[src/rtl/create_mlp_activations.sv]
// create_mlp_activations: reads the 7x7 timestamp/polarity patch around one DVS event, streams age and
// polarity activations two pixels per beat, then writes the event back. Optional: MLP_CENTER_MASK_EN.
module create_mlp_activations #(
  parameter int DVS_WIDTH       = 346,
  parameter int DVS_HEIGHT      = 260,
  parameter int WORD_SIZE       = 18,
  parameter int CAVIAR_X_Y_BITS = 9,
  parameter int TIMESTAMP_BITS  = 16,
  parameter int POLARITY_BITS   = 2,
  parameter int PATCH_RADIUS    = 3,
  parameter int TAU             = 1000
) (
  input  logic                           clk,
  input  logic                           rst_n,
  input  logic                           read_data_mem_vld1,
  input  logic                           read_data_mem_vld2,
  input  logic [WORD_SIZE-1:0]           read_data1_mem,
  input  logic [WORD_SIZE-1:0]           read_data2_mem,
  output logic [WORD_SIZE-1:0]           write_data_mem,
  output logic                           rw,
  output logic                           cen,
  output logic [CAVIAR_X_Y_BITS-1:0]     addr_port1_x,
  output logic [CAVIAR_X_Y_BITS-1:0]     addr_port1_y,
  output logic [CAVIAR_X_Y_BITS-1:0]     addr_port2_x,
  output logic [CAVIAR_X_Y_BITS-1:0]     addr_port2_y,
  input  logic [2*CAVIAR_X_Y_BITS:0]     cavier_in,
  input  logic                           cavier_in_vld,
  input  logic [TIMESTAMP_BITS-1:0]      current_timestamp,
  input  logic                           current_timestamp_vld,
  output logic [TIMESTAMP_BITS-1:0]      MLPout1,
  output logic [POLARITY_BITS-1:0]       MLPout2,
  output logic [TIMESTAMP_BITS-1:0]      MLPout3,
  output logic [POLARITY_BITS-1:0]       MLPout4,
  output logic                           MLPvld,
  output logic                           done,
  output logic [2:0]                     dbg_state
);
  localparam int CXY    = CAVIAR_X_Y_BITS;
  localparam int TS     = TIMESTAMP_BITS;
  localparam int PB     = POLARITY_BITS;
  localparam int AW     = TS + PB;
  localparam int PSIDE  = 2 * PATCH_RADIUS + 1;
  localparam int NPIX   = PSIDE * PSIDE;
  localparam int NBEATS = (NPIX + 1) / 2;
  localparam int IW     = $clog2(NBEATS + 1);
  localparam int KW     = IW + 1;
  localparam int CW     = CXY + 2;
  localparam logic [PB-1:0] POL_ON  = PB'(1);
  localparam logic [PB-1:0] POL_OFF = '1;

  typedef enum logic [2:0] {S_IDLE, S_READ, S_DRAIN, S_WRITE, S_DONE} state_t;

  typedef struct packed {
    logic           oob;
    logic [CXY-1:0] ax;
    logic [CXY-1:0] ay;
  } pix_t;

  state_t         state_q, state_d;
  logic [IW-1:0]  idx_q, idx_d;
  logic [CXY-1:0] x_q, x_d, y_q, y_d;
  logic           pol_q, pol_d;
  logic [TS-1:0]  ts_q, ts_d;
  logic           pend_q, pend_d;
  logic           zero1_q, zero1_d, zero2_q, zero2_d;
  logic [AW-1:0]  act1_q, act1_d, act2_q, act2_d;
  logic           mlpvld_q, mlpvld_d;
  logic           accept;
  pix_t           p1, p2;

  // Pixel k of the patch around (cx,cy); out-of-sensor pixels and the padding slot k>=NPIX read address 0.
  function automatic pix_t map_pix(input logic [KW-1:0] k, input logic [CXY-1:0] cx,
                                   input logic [CXY-1:0] cy);
    logic [KW-1:0]        row, col;
    logic signed [CW-1:0] px, py;
    pix_t                 p;
    row   = k / KW'(PSIDE);
    col   = k % KW'(PSIDE);
    px    = $signed({{(CW-KW){1'b0}}, col}) + $signed({2'b00, cx}) - $signed(CW'(PATCH_RADIUS));
    py    = $signed({{(CW-KW){1'b0}}, row}) + $signed({2'b00, cy}) - $signed(CW'(PATCH_RADIUS));
    p.oob = (k >= KW'(NPIX)) || (px < 0) || (py < 0) ||
            (px >= $signed(CW'(DVS_WIDTH))) || (py >= $signed(CW'(DVS_HEIGHT)));
    p.ax  = p.oob ? '0 : px[CXY-1:0];
    p.ay  = p.oob ? '0 : py[CXY-1:0];
    return p;
  endfunction

  // Codes with bit0 set (ON/OFF) carry a timestamp; subtraction wraps so old-vs-new stays correct.
  function automatic logic [AW-1:0] activate(input logic [WORD_SIZE-1:0] w, input logic [TS-1:0] cur,
                                             input logic zero);
    logic [TS-1:0] delta;
    logic [AW-1:0] a;
    delta = cur - w[WORD_SIZE-1:PB];
    a     = '0;
    if (!zero && w[0] && (delta < TS'(TAU))) a = {TS'(TAU) - delta, w[PB-1:0]};
    return a;
  endfunction

  // An event is taken on any IDLE cycle with both valids high; there is no ready, so events
  // presented while busy are dropped rather than back-pressured.
  assign accept = cavier_in_vld && current_timestamp_vld;

  always_comb begin
    p1 = map_pix({idx_q, 1'b0}, x_q, y_q);
    p2 = map_pix({idx_q, 1'b1}, x_q, y_q);
  end

  always_ff @(posedge clk or negedge rst_n) begin
    if (!rst_n) begin
      state_q  <= S_IDLE;
      idx_q    <= '0;
      x_q      <= '0;
      y_q      <= '0;
      pol_q    <= 1'b0;
      ts_q     <= '0;
      pend_q   <= 1'b0;
      zero1_q  <= 1'b0;
      zero2_q  <= 1'b0;
      act1_q   <= '0;
      act2_q   <= '0;
      mlpvld_q <= 1'b0;
    end else begin
      state_q  <= state_d;
      idx_q    <= idx_d;
      x_q      <= x_d;
      y_q      <= y_d;
      pol_q    <= pol_d;
      ts_q     <= ts_d;
      pend_q   <= pend_d;
      zero1_q  <= zero1_d;
      zero2_q  <= zero2_d;
      act1_q   <= act1_d;
      act2_q   <= act2_d;
      mlpvld_q <= mlpvld_d;
    end
  end

  always_comb begin
    state_d = state_q;
    unique case (state_q)
      S_IDLE:  if (accept) state_d = S_READ;
      S_READ:  if (idx_q == IW'(NBEATS - 1)) state_d = S_DRAIN;
      S_DRAIN: state_d = S_WRITE;  // last beat's data is captured on this edge
      S_WRITE: state_d = S_DONE;
      S_DONE:  state_d = S_IDLE;
      default: state_d = S_IDLE;
    endcase
  end

  always_comb begin
    idx_d = idx_q;
    x_d   = x_q;
    y_d   = y_q;
    pol_d = pol_q;
    ts_d  = ts_q;
    if (state_q == S_IDLE) begin
      idx_d = '0;
      if (accept) begin
        x_d   = cavier_in[2*CXY:CXY+1];
        y_d   = cavier_in[CXY:1];
        pol_d = cavier_in[0];
        ts_d  = current_timestamp;
      end
    end else if (state_q == S_READ) begin
      idx_d = idx_q + 1'b1;
    end
    pend_d  = (state_q == S_READ);
    zero1_d = p1.oob;
    zero2_d = p2.oob;
`ifdef MLP_CENTER_MASK_EN
    if (idx_q == IW'(NPIX / 4)) zero1_d = 1'b1;
`endif
    mlpvld_d = pend_q;
    act1_d   = act1_q;
    act2_d   = act2_q;
    if (pend_q) begin
      act1_d = activate(read_data1_mem, ts_q, zero1_q || !read_data_mem_vld1);
      act2_d = activate(read_data2_mem, ts_q, zero2_q || !read_data_mem_vld2);
    end
  end

  always_comb begin
    cen            = 1'b0;
    rw             = 1'b0;
    done           = 1'b0;
    addr_port1_x   = '0;
    addr_port1_y   = '0;
    addr_port2_x   = '0;
    addr_port2_y   = '0;
    write_data_mem = '0;
    unique case (state_q)
      S_READ: begin
        cen          = 1'b1;
        addr_port1_x = p1.ax;
        addr_port1_y = p1.ay;
        addr_port2_x = p2.ax;
        addr_port2_y = p2.ay;
      end
      S_WRITE: begin
        cen            = 1'b1;
        rw             = 1'b1;
        addr_port1_x   = x_q;
        addr_port1_y   = y_q;
        write_data_mem = {ts_q, pol_q ? POL_ON : POL_OFF};
      end
      S_DONE:  done = 1'b1;
      default: ;
    endcase
  end

  assign MLPout1   = act1_q[AW-1:PB];
  assign MLPout2   = act1_q[PB-1:0];
  assign MLPout3   = act2_q[AW-1:PB];
  assign MLPout4   = act2_q[PB-1:0];
  assign MLPvld    = mlpvld_q;
  assign dbg_state = state_q;
endmodule

[config.mk]
export PLATFORM = sky130hd
export DESIGN_NAME = create_mlp_activations
export DESIGN_NICKNAME = d
export VERILOG_FILES = /design/src/rtl/create_mlp_activations.sv
export SDC_FILE = /design/constraint.sdc
export NUM_CORES = 1
export LEC_CHECK = 0
export ABC_CLOCK_PERIOD_IN_PS = 6800
export BUFFER_PORTS_ARGS = -buffer_cell sky130_fd_sc_hd__buf_2
export CORE_MARGIN = 3
export CORE_UTILIZATION = 30
export DETAILED_ROUTE_END_ITERATION = 8
export MAX_ROUTING_LAYER = met4
export PLACE_DENSITY_LB_ADDON = 0.08
export SYNTH_ARGS = -nofsm -noshare
export SYNTH_HDL_FRONTEND = slang
export SYNTH_SLANG_ARGS = --single-unit
[constraint.sdc]
create_clock -name clk -period 6.8 [get_ports clk]
set_clock_uncertainty 0.15 [all_clocks]
set_input_delay 0.34 -clock clk [delete_from_list [all_inputs] [get_ports clk]]
set_output_delay 0.34 -clock clk [all_outputs]
set_load 0.005 [all_outputs]
**Word level (Yosys, flattened, before mapping)**

Index checks and enable logic that the tools add are counted.

- Add/subtract/negate cells: 13
- Divide/modulo/power cells: 4
- Magnitude comparators: 12
- Eq/ne operators: 7
- Muxes and demuxes: 20
- Reduce and logical (&&, ||, !) cells: 24

Operators with widths:

| operator | number |
|---|---|
| two-way mux 18 bit | 3 |
| two-way mux 9 bit | 6 |
| greater-or-equal comparator 11 x 10 -> 1 bit (second input constant) | 4 |
| less-than comparator 11 x 1 -> 1 bit (second input constant) | 4 |
| subtractor 10 x 2 -> 11 bit (second input constant) | 4 |
| adder 6 x 9 -> 10 bit | 4 |
| one-hot mux 9 bit (2 select lines) | 2 |
| less-than comparator 16 x 10 -> 1 bit (second input constant) | 2 |
| subtractor 10 x 16 -> 16 bit (first input constant) | 2 |
| subtractor 16 bit | 2 |
| divider 6 x 3 -> 6 bit (second input constant) | 2 |
| greater-or-equal comparator 6 bit (second input constant) | 2 |
| remainder unit 6 x 3 -> 6 bit (second input constant) | 2 |
| one-hot mux 3 bit (4 select lines) | 1 |
| logical OR 1 bit | 10 |
| two-way mux 5 bit | 2 |
| equality test 3 x 2 -> 1 bit (second input constant) | 2 |
| two-way mux 3 bit | 2 |
| adder 5 x 1 -> 5 bit (second input constant) | 1 |
| equality test 5 bit (second input constant) | 1 |
| logical AND 1 bit | 5 |
| zero test 1 bit | 4 |
| AND reduction 2 bit | 2 |
| equality test 3 x 1 -> 1 bit (second input constant) | 1 |
| 8 further kinds | 10 |

- Register bits: 83
- Input bits: 77
- Output and inout bits: 97
- Logic and storage cells: 92

**Depth between registers and ports, before layout**

Gate-level depths: netlist of the first run.

- Depth after elaboration: 10
- Depth in mapped cells: 29
- Gate-level depth less buffers: 25

**Least setup slack after synthesis of the first run**

Ideal clock, no wire load.

- Kind: flip-flop to output port
- Start point: register idx_q[0]
- End point: output addr_port2_x[0]
- Data arrival time: 5.718 ns
- Data required time: 6.310 ns
- Slack: 0.592 ns
- Cell stages (with the launch flop): 29
- Path buffers: 4
- Path through: dfrtp_1 clkbuf_1 inv_1 ha_1 nand2b_1 clkbuf_1 a21o_1 nor2_1 or2_2 ha_1 clkbuf_1 nand2_1 nand3_1 mux2i_1 inv_1 ha_1 o22ai_1 ha_1 inv_1 fa_1 a21o_1 a21oi_2 o21bai_1 a2111o_1 and3_1 nor4b_4 nand4_4 buf_6 nor2_2

- Longest elaborated chain between the ends: 10
- Elaborated cells on any way between the ends: 17
- Those cells by class: add/sub (4); div (2); order compare (5); mux (2); reduce/logical (4)

RTL lines:

| what | RTL line | RTL |
|---|---|---|
| start: declaration | 60 | `logic [IW-1:0] idx_q, idx_d;` |
| start signal: assignment | 124 | `idx_q <= idx_d;` |
| remainder unit 6 x 3 -> 6 bit | 78 | `col = k % KW'(PSIDE);` |
| adder 6 x 9 -> 10 bit | 79 | `px = $signed({{(CW-KW){1'b0}}, col}) + $signed({2'b00, cx}) - $signed(CW'(PATCH_RADIUS));` |
| subtractor 10 x 2 -> 11 bit | 79 |  |
| less-than comparator 11 x 1 -> 1 bit | 81 | `p.oob = (k >= KW'(NPIX)) \|\| (px < 0) \|\| (py < 0) \|\|` |
| logical OR 1 bit (3 in a row) | 81 |  |
| logical OR 1 bit | 82 | `(px >= $signed(CW'(DVS_WIDTH))) \|\| (py >= $signed(CW'(DVS_HEIGHT)));` |
| two-way mux 9 bit * | 83 | `p.ax = p.oob ? '0 : px[CXY-1:0];` |
| two-way mux 9 bit * | 191 | `unique case (state_q)` |
| end: declaration | 24 | `output logic [CAVIAR_X_Y_BITS-1:0] addr_port2_x,` |

Every way passes the cells marked *; elsewhere a longest branch is shown, timed or not.

**Final worst setup path of the first run**

- Start point: register idx_q[1]
- End point: output addr_port2_y[8]

- Longest elaborated chain between the ends: 10
- Elaborated cells on any way between the ends: 17
- Those cells by class: add/sub (4); div (2); order compare (5); mux (2); reduce/logical (4)

RTL lines:

| what | RTL line | RTL |
|---|---|---|
| remainder unit 6 x 3 -> 6 bit | 78 |  |
| adder 6 x 9 -> 10 bit | 79 |  |
| subtractor 10 x 2 -> 11 bit | 79 |  |
| less-than comparator 11 x 1 -> 1 bit | 81 |  |
| logical OR 1 bit (3 in a row) | 81 |  |
| logical OR 1 bit | 82 |  |
| two-way mux 9 bit * | 84 | `p.ay = p.oob ? '0 : py[CXY-1:0];` |
| two-way mux 9 bit * | 191 |  |
| end: declaration | 25 | `output logic [CAVIAR_X_Y_BITS-1:0] addr_port2_y,` |

Marks and branches as above.

==> results_dict.tcl, run 1 <==
set metrics [dict create \
    grt.total_usage 0.186 \
    dpl.hpwl_um 21400 \
    wl_per_cell_um 17.6 \
    fin_setup_tns_ns 0 \
    num_rows 60 \
    post-place-ws_ns 0.109 \
    via_per_inst 5.02 \
    fmax_mhz 155 \
    worst_pin_slew_ns 1.03 \
    cts_root_buffer "clkbuf_16" \
    avgSynthCellArea_um2 8.33 \
    layout_commonest_cell "buf_2" \
    synth-main-ff-cell "dfrtp_1" \
    drc_errors 0 \
    h-tree-depth 3 \
    worstPathArrival_ns 5.96 \
    final_core_util 0.366 \
    hp-class "input port to flip-flop" \
    grt_first_pass_wirelength_um 43900 \
    cts_tree "yes" \
    cap_violations 0 \
    worstSetupPathType "flip-flop to output pin" \
    yosysTopAreaCell "dfrtp_1" \
    drt_iter0_drc 375 \
    crit_fanout 10 \
    clk_pin_slew_ns 0.08 \
    netlist_instances 1019 \
    hold_viol 0 \
    drive_gt1_frac 0.253 \
    yosys_warnings 0 \
    gp_congestion 0.863 \
    ys_types 95 \
    start_util 0.310 \
    slew_viol_final 0 \
    status "complete, no violations" \
    grt_antenna_before_repair 0 \
    syn_nets 1191 \
    ios 174 \
    numCtsBuffers 9 \
    synth-seq-cells 83 \
    startpoint_type "flip-flop" \
    setup_slack_ns 0.347 \
    synth_area_um2 8490 \
    max_slew_margin 0.311 \
    synth_edf_count 0 \
    die_area_um2 30300 \
    area_delta_synth_final_pct 18.3 \
    gr-total-overflow 0 \
    dr_total_vias 7809 \
    required_ns 6.31 \
    finalCritPeriodShare 0.949 \
    final.min_clock_period_ns 6.45 \
    ys_seq_area_frac 0.245 \
    yosys.area.top_type_share 0.245 \
    layout.nets 1352 \
    synthTopCellsByArea "dfrtp_1, ha_1, inv_1" \
    grt_max_degree 57 \
    setup-violations-final 0 \
    end_kind "output pin" \
    nFillCells 2932 \
    dr.pass1.iters 5 \
    grt_pass1_vias 7841 \
    rsz0062_at_grt "false" \
    die_w_um 174 \
    port_buffers 173 \
    core_area_um2 27400 \
    antenna_cells 0 \
    final_antenna_net_count 0 \
    clock_path_buffers 2 \
    wirelength_um 27500 \
    final_cell_mix "buf_2, inv_1, ha_1, dfrtp_1, nand2_1" \
    insertion_delay_ns 0.36 \
    async_reset_ff_frac 1.00 \
    fp.dieH_um 174 \
    cts.sinks 83 \
]
## critical path, cell delays in order, from the launching register on
cell and delay, ns:
dfrtp_2 0.49, inv_2 0.14, ha_1 0.17, nand2b_4 0.18, a21o_1 0.20, nor2_2 0.07
or2_2 0.30, ha_2 0.24, nand2_2 0.11, nand3_2 0.15, mux2i_2 0.24, inv_1 0.09
ha_1 0.28, o22ai_1 0.06, ha_1 0.28, inv_1 0.06, fa_1 0.45, a21o_1 0.19
a21oi_2 0.17, o21bai_1 0.10, a2111o_1 0.43, and3_1 0.23, nor4b_4 0.35, nand4_4 0.19
buf_4 0.20, a21oi_1 0.11, buf_2 0.13
## cell usage after synthesis (5+ instances only)
cell / n
a21oi_2: 5
o21bai_1: 6
o22ai_1: 18
or2_2: 10
nor3b_1: 5
nand2b_1: 13
nor2_2: 10
o22ai_2: 9
xor2_1: 17
xnor2_1: 33
o21ai_0: 63
a21oi_1: 52
nand2_1: 69
o21a_1: 13
buf_2: 7
ha_1: 89
nand3_1: 12
clkbuf_1: 21
dfrtp_1: 83
a211o_1: 6
buf_6: 6
nor2b_1: 19
o21ai_1: 7
o211ai_1: 7
mux2i_1: 7
a21o_1: 25
fa_1: 6
and2_1: 8
nor3_1: 21
a22o_1: 13
nor2_1: 68
and3_1: 25
a211oi_1: 7
mux2_2: 20
inv_1: 133
## flip-flops by register name, indices dropped and copies added, names as in the netlist
signal,cells
MLPvld,1
zero2_q,1
ts_q,16
zero1_q,1
mlpvld_d,1
act2_q,18
pol_q,1
x_q,9
dbg_state,3
y_q,9
act1_q,18
idx_q,5
## logic make-up after synthesis
group	Yosys count	synth area share
AO/OA/AOI/OAI	296	0.251
adder cells (fa/ha/maj)	95	0.145
buffers and inverters	176	0.0923
flip-flops	83	0.245
multiplexers	27	0.0348
AND/OR/NAND/NOR	292	0.180
XOR/XNOR	50	0.0516
## final timing paths
kind                                   startpoint  cells past startpoint  slack (ns)                     end
hold reg to reg            act2_q[12]$_DFFE_PN0P_                      1        0.34  act2_q[12]$_DFFE_PN0P_
hold / removal                       cavier_in[9]                      3        0.02      y_q[8]$_DFFE_PN0P_
setup / recovery             idx_q[1]$_DFFE_PN0P_                     26        0.35         addr_port2_y[8]
min in group asynchronous                   rst_n                      2        0.29   act2_q[9]$_DFFE_PN0P_
setup reg to reg             idx_q[1]$_DFFE_PN0P_                     24        1.21       zero2_q$_DFF_PN0_
max in group asynchronous                   rst_n                      3        5.01    idx_q[1]$_DFFE_PN0P_
## metrics by stage
stage / cell area (um^2) / instances / hold slack, ns
5_1_grt: 10000 / 1557 / 0.0412
3_5_place_dp: 9640 / 1535 / 0.141
4_1_cts: 9990 / 1555 / 0.0174
6_report: 10000 / 1557 / 0.0249
2_1_floorplan: 8490 / 1019 / -0.106
3_3_place_gp: 9640 / 1535 / 0.140
## layer usage
layer  share of wire  wire (um)  track usage
met3           0.043       1170       0.0284
met5               0          0            -
met4           0.014        395       0.0426
met2            0.47      12800        0.303
met1            0.48      13100        0.245
## final cells by class
cell class              instances  area [um^2]  share of cell area
clock buffers                   9          225              0.0224
inverters                     135          507              0.0505
well taps                     372          465              0.0463
clock inverters                 7         87.6             0.00872
multi-input cells             760         5670               0.565
repair buffers                191         1010               0.100
flip-flops and latches         83         2080               0.207
## timing repair
item	in CTS	in global routing
hold buffers	1	0
pin swaps	1	2
endpoints found under the setup margin	19	34
endpoints found under the hold margin	27	0
setup buffers	3	2
resized for setup	4	10
Power of run 1 is not shown: default switching activity piles up to over one toggle a cycle in this logic, so the estimate is an artifact.
==> inputs of run 2 (changes only) <==
--- a/config.mk
+++ b/config.mk
@@ -5,7 +5,7 @@
 export SDC_FILE = /design/constraint.sdc
 export NUM_CORES = 1
 export LEC_CHECK = 0
-export ABC_CLOCK_PERIOD_IN_PS = 6800
+export ABC_CLOCK_PERIOD_IN_PS = 7300
 export BUFFER_PORTS_ARGS = -buffer_cell sky130_fd_sc_hd__buf_2
 export CORE_MARGIN = 3
 export CORE_UTILIZATION = 30
==> constraint.sdc (replaced) <==
create_clock -name clk -period 7.3 [get_ports clk]
set_clock_uncertainty 0.15 [all_clocks]
set_input_delay 0.365 -clock clk [delete_from_list [all_inputs] [get_ports clk]]
set_output_delay 0.365 -clock clk [all_outputs]
set_load 0.005 [all_outputs]
==> results_dict.tcl, run 2 (synthesis results as in run 1) <==
set metrics [dict create \
    final.min_clock_period_ns 6.85 \
    drc_errors 0 \
    clock_path_buffers 2 \
    clk_pin_slew_ns 0.07 \
    layout.nets 1348 \
    die_w_um 174 \
    status "complete, no violations" \
    numCtsBuffers 9 \
    start_util 0.310 \
    worstSetupPathType "flip-flop to output pin" \
    finalCritPeriodShare 0.939 \
    antenna_cells 0 \
    port_buffers 173 \
    dr.pass1.iters 7 \
    gp_congestion 0.839 \
    startpoint_type "flip-flop" \
    wl_met1_um 13100 \
    gr-total-overflow 0 \
    area_delta_synth_final_pct 17.9 \
    required_ns 6.78 \
    hp-class "input port to flip-flop" \
    grt.total_usage 0.184 \
    fmax_mhz 146 \
    slew_viol_final 0 \
    wl_met2_um 12800 \
    crit_top_cell "ha_1" \
    final_antenna_net_count 0 \
    critPathMaxStageDelay_ns 0.51 \
    fp.dieH_um 174 \
    num_rows 60 \
    cap_violations 0 \
    setup_slack_ns 0.447 \
    max_slew_margin 0.249 \
    top_regs "act1_q (18), act2_q (18), ts_q (16)" \
    core_area_um2 27400 \
    rsz0062_at_grt "false" \
    wl_per_cell_um 17.5 \
    drt_iter0_drc 328 \
    dr_wl_met3_um 1020 \
    layout_commonest_cell "buf_2" \
    grt_max_degree 58 \
    critPathSlowestCell "dfrtp_2" \
    drive_gt1_frac 0.246 \
    h-tree-depth 3 \
    grt_pass1_vias 7703 \
    final_cell_mix "buf_2, inv_1, ha_1, dfrtp_1, nand2_1" \
    insertion_delay_ns 0.36 \
    worstPathArrival_ns 6.34 \
    worst_pin_slew_ns 1.13 \
    cpLargestDelayFamily "simple AND/OR/NAND/NOR gates" \
    cts.sinks 83 \
    post-place-ws_ns 0.386 \
    ios 174 \
    cp_num_buf_inv 5 \
    via_per_inst 4.99 \
    grt_first_pass_wirelength_um 43300 \
    fin_setup_tns_ns 0 \
    nFillCells 2956 \
    cts_root_buffer "clkbuf_16" \
    crit_fanout 17 \
    hold_viol 0 \
    grt_antenna_before_repair 0 \
    die_area_um2 30300 \
    dr.max_layer_used "met4" \
    cts_tree "yes" \
    dpl.hpwl_um 21300 \
    dr_total_vias 7752 \
    wirelength_um 27200 \
    end_kind "output pin" \
    setup-violations-final 0 \
]
## run 2: metal layers
layer,vias to the layer above,GRT usage
li1,3913,-
met1,3639,0.244
met5,-,-
met4,0,0.0342
met3,21,0.0264
met2,179,0.300
## run 2: area by class of cell
class | count | area, um^2 | share of cell area
clock buffer | 9 | 225 | 0.0225
clock inverter | 7 | 98.8 | 0.00988
timing repair buffer | 187 | 988 | 0.0988
sequential | 83 | 2080 | 0.208
multi-input combinational | 760 | 5640 | 0.563
inverter | 135 | 510 | 0.0510
tap | 372 | 465 | 0.0465
## run 2: repair_timing
action / 4_1_cts / 5_1_grt
hold endpoints to repair: 26 / 0
gates resized for setup: 0 / 6
endpoints found under the setup margin: 2 / 21
hold buffers: 1 / 0
pin swaps: 1 / 0
buffers inserted: 1 / 2
## run 2: metrics by stage
stage | std cells | hold WS [ns] | util | cell area, um^2
after detailed placement | 1533 | 0.161 | 0.351 | 9620
after global routing | 1553 | 0.0462 | 0.365 | 10000
after CTS | 1551 | 0.0379 | 0.364 | 9980
final | 1553 | 0.0566 | 0.365 | 10000
after global placement | 1533 | 0.163 | 0.351 | 9620
after floorplan | 1019 | -0.0806 | - | 8490
## run 2: tightest hold or removal path: cells and delay by family
kind	cells	cell delay, ns
buf+inv	1	0.07
simple gates	1	0.04
compound gates	1	0.06
## run 2: path summary, 6_finish.rpt
path,start,to,slack [ns],cells after the start
min,cavier_in[9],y_q[8]$_DFFE_PN0P_,0.06,3
max in group asynchronous,rst_n,idx_q[1]$_DFFE_PN0P_,5.49,3
min reg2reg,act2_q[16]$_DFFE_PN0P_,act2_q[16]$_DFFE_PN0P_,0.34,1
max,idx_q[0]$_DFFE_PN0P_,addr_port2_x[6],0.45,26
min in group asynchronous,rst_n,ts_q[6]$_DFFE_PN0P_,0.31,2
max reg2reg,idx_q[0]$_DFFE_PN0P_,zero2_q$_DFF_PN0_,1.44,23
Power of run 2 is left out for the same reason.
==> inputs of run 3 (changes only) <==
--- a/config.mk
+++ b/config.mk
@@ -6,7 +6,7 @@
 export NUM_CORES = 1
 export LEC_CHECK = 0
 export ABC_CLOCK_PERIOD_IN_PS = 7300
-export BUFFER_PORTS_ARGS = -buffer_cell sky130_fd_sc_hd__buf_2
+export BUFFER_PORTS_ARGS = -buffer_cell sky130_fd_sc_hd__clkbuf_2
 export CORE_MARGIN = 3
 export CORE_UTILIZATION = 30
 export DETAILED_ROUTE_END_ITERATION = 8
==> results_dict.tcl, run 3 (synthesis results as in run 1) <==
set metrics [dict create \
    status "complete, no violations" \
    grt.total_usage 0.182 \
    grt_first_pass_wirelength_um 42800 \
    final_core_util 0.364 \
    nFillCells 2913 \
    hold_viol 0 \
    grt_max_degree 58 \
    crit_fanout 12 \
    drt_iter0_drc 414 \
    setup-violations-final 0 \
    final_antenna_net_count 0 \
    worstSetupPathType "flip-flop to output pin" \
    critPathSlowestCell "dfrtp_2" \
    post-place-ws_ns 0.384 \
    h-tree-depth 3 \
    grt_pass1_vias 7751 \
    gp_congestion 0.836 \
    dr.pass1.iters 5 \
    max_slew_margin 0.291 \
    die_w_um 174 \
    dr_total_vias 7730 \
    slew_viol_final 0 \
    gr-total-overflow 0 \
    drc_errors 0 \
    start_util 0.310 \
    final.min_clock_period_ns 6.86 \
    worst_pin_slew_ns 1.06 \
    wirelength_um 27000 \
    required_ns 6.78 \
    cap_violations 0 \
    die_area_um2 30300 \
    cts_root_buffer "clkbuf_16" \
    cts_tree "yes" \
    startpoint_type "flip-flop" \
    clock_path_buffers 2 \
    end_kind "output pin" \
    dpl.hpwl_um 21300 \
    finalCritPeriodShare 0.940 \
    fp.dieH_um 174 \
    hp-class "input port to flip-flop" \
    numCtsBuffers 9 \
    fin_setup_tns_ns 0 \
    core_area_um2 27400 \
    clk_pin_slew_ns 0.08 \
    rsz0062_at_grt "false" \
    fmax_mhz 146 \
    port_buffers 173 \
    critPathMaxStageDelay_ns 0.49 \
    area_delta_synth_final_pct 17.6 \
    drive_gt1_frac 0.243 \
    layout_commonest_cell "clkbuf_2" \
    insertion_delay_ns 0.35 \
    num_rows 60 \
    final_cell_mix "clkbuf_2, inv_1, ha_1, dfrtp_1, nand2_1" \
    cts.sinks 83 \
    wl_per_cell_um 17.4 \
    via_per_inst 4.98 \
    ios 174 \
    top_regs "act1_q (18), act2_q (18), ts_q (16)" \
    grt_antenna_before_repair 0 \
    antenna_cells 0 \
    worstPathArrival_ns 6.34 \
    layout.nets 1347 \
    setup_slack_ns 0.441 \
]
==> run 3: cell types whose count changed in the layout (fill, tap and decap cells not counted), sizes merged <==
cell / change
inv: +2
clkinv: -1
bufinv: -1
clkbuf: +172
buf: -173
==> run 3: cell type report <==
type | instances | area [um^2] | share of cell area
multi-input combinational | 760 | 5640 | 0.565
sequential | 83 | 2080 | 0.208
timing repair buffer | 186 | 981 | 0.0983
inverter | 135 | 507 | 0.0508
tap | 372 | 465 | 0.0466
clock buffer | 9 | 225 | 0.0226
clock inverter | 7 | 82.6 | 0.00827
==> run 3: layer usage <==
metal | global-route usage | share of wire | vias to the layer above
met3 | 0.0269 | 0.038 | 15
li1 | - | - | 3910
met4 | 0.0315 | 0.0097 | 0
met1 | 0.238 | 0.48 | 3628
met5 | - | 0 | -
met2 | 0.303 | 0.47 | 177
==> run 3: path summary, 6_finish.rpt <==
kind | start | end | slack (ns) | cells after the start
setup / recovery | idx_q[0]$_DFFE_PN0P_ | addr_port2_y[5] | 0.44 | 26
hold / removal | current_timestamp[0] | ts_q[0]$_DFFE_PN0P_ | 0.06 | 3
setup reg to reg | idx_q[0]$_DFFE_PN0P_ | zero2_q$_DFF_PN0_ | 1.44 | 23
hold reg to reg | act2_q[16]$_DFFE_PN0P_ | act2_q[16]$_DFFE_PN0P_ | 0.35 | 1
max in group asynchronous | rst_n | idx_q[0]$_DFFE_PN0P_ | 5.48 | 3
min in group asynchronous | rst_n | act2_q[9]$_DFFE_PN0P_ | 0.33 | 2
==> run 3: timing repair <==
action | 4_1_cts | 5_1_grt
hold buffers | 1 | 0
resized for setup | 0 | 4
hold endpoints to repair | 26 | 0
endpoints found under the setup margin | 1 | 21
setup buffers | 2 | 0
pin swaps | 1 | 0
==> run 3: through the flow <==
step / hold slack (ns) / area (um^2) / instances
2_1_floorplan: -0.0806 / 8490 / 1019
6_report: 0.0611 / 9980 / 1552
3_5_place_dp: 0.158 / 9620 / 1533
5_1_grt: 0.0574 / 9980 / 1552
4_1_cts: 0.0419 / 9970 / 1552
3_3_place_gp: 0.162 / 9620 / 1533
==> run 3: critical path: cells and delay by family, from the launching register on <==
family                   cells  cell delay [ns]
AO/OA/AOI/OAI                6             1.18
multiplexers                 1             0.28
AND/OR/NAND/NOR              9             1.83
buffers and inverters        5             0.73
adder cells (fa/ha/maj)      5             1.45
flip-flops                   1             0.49
Power of run 3 is left out for the same reason.
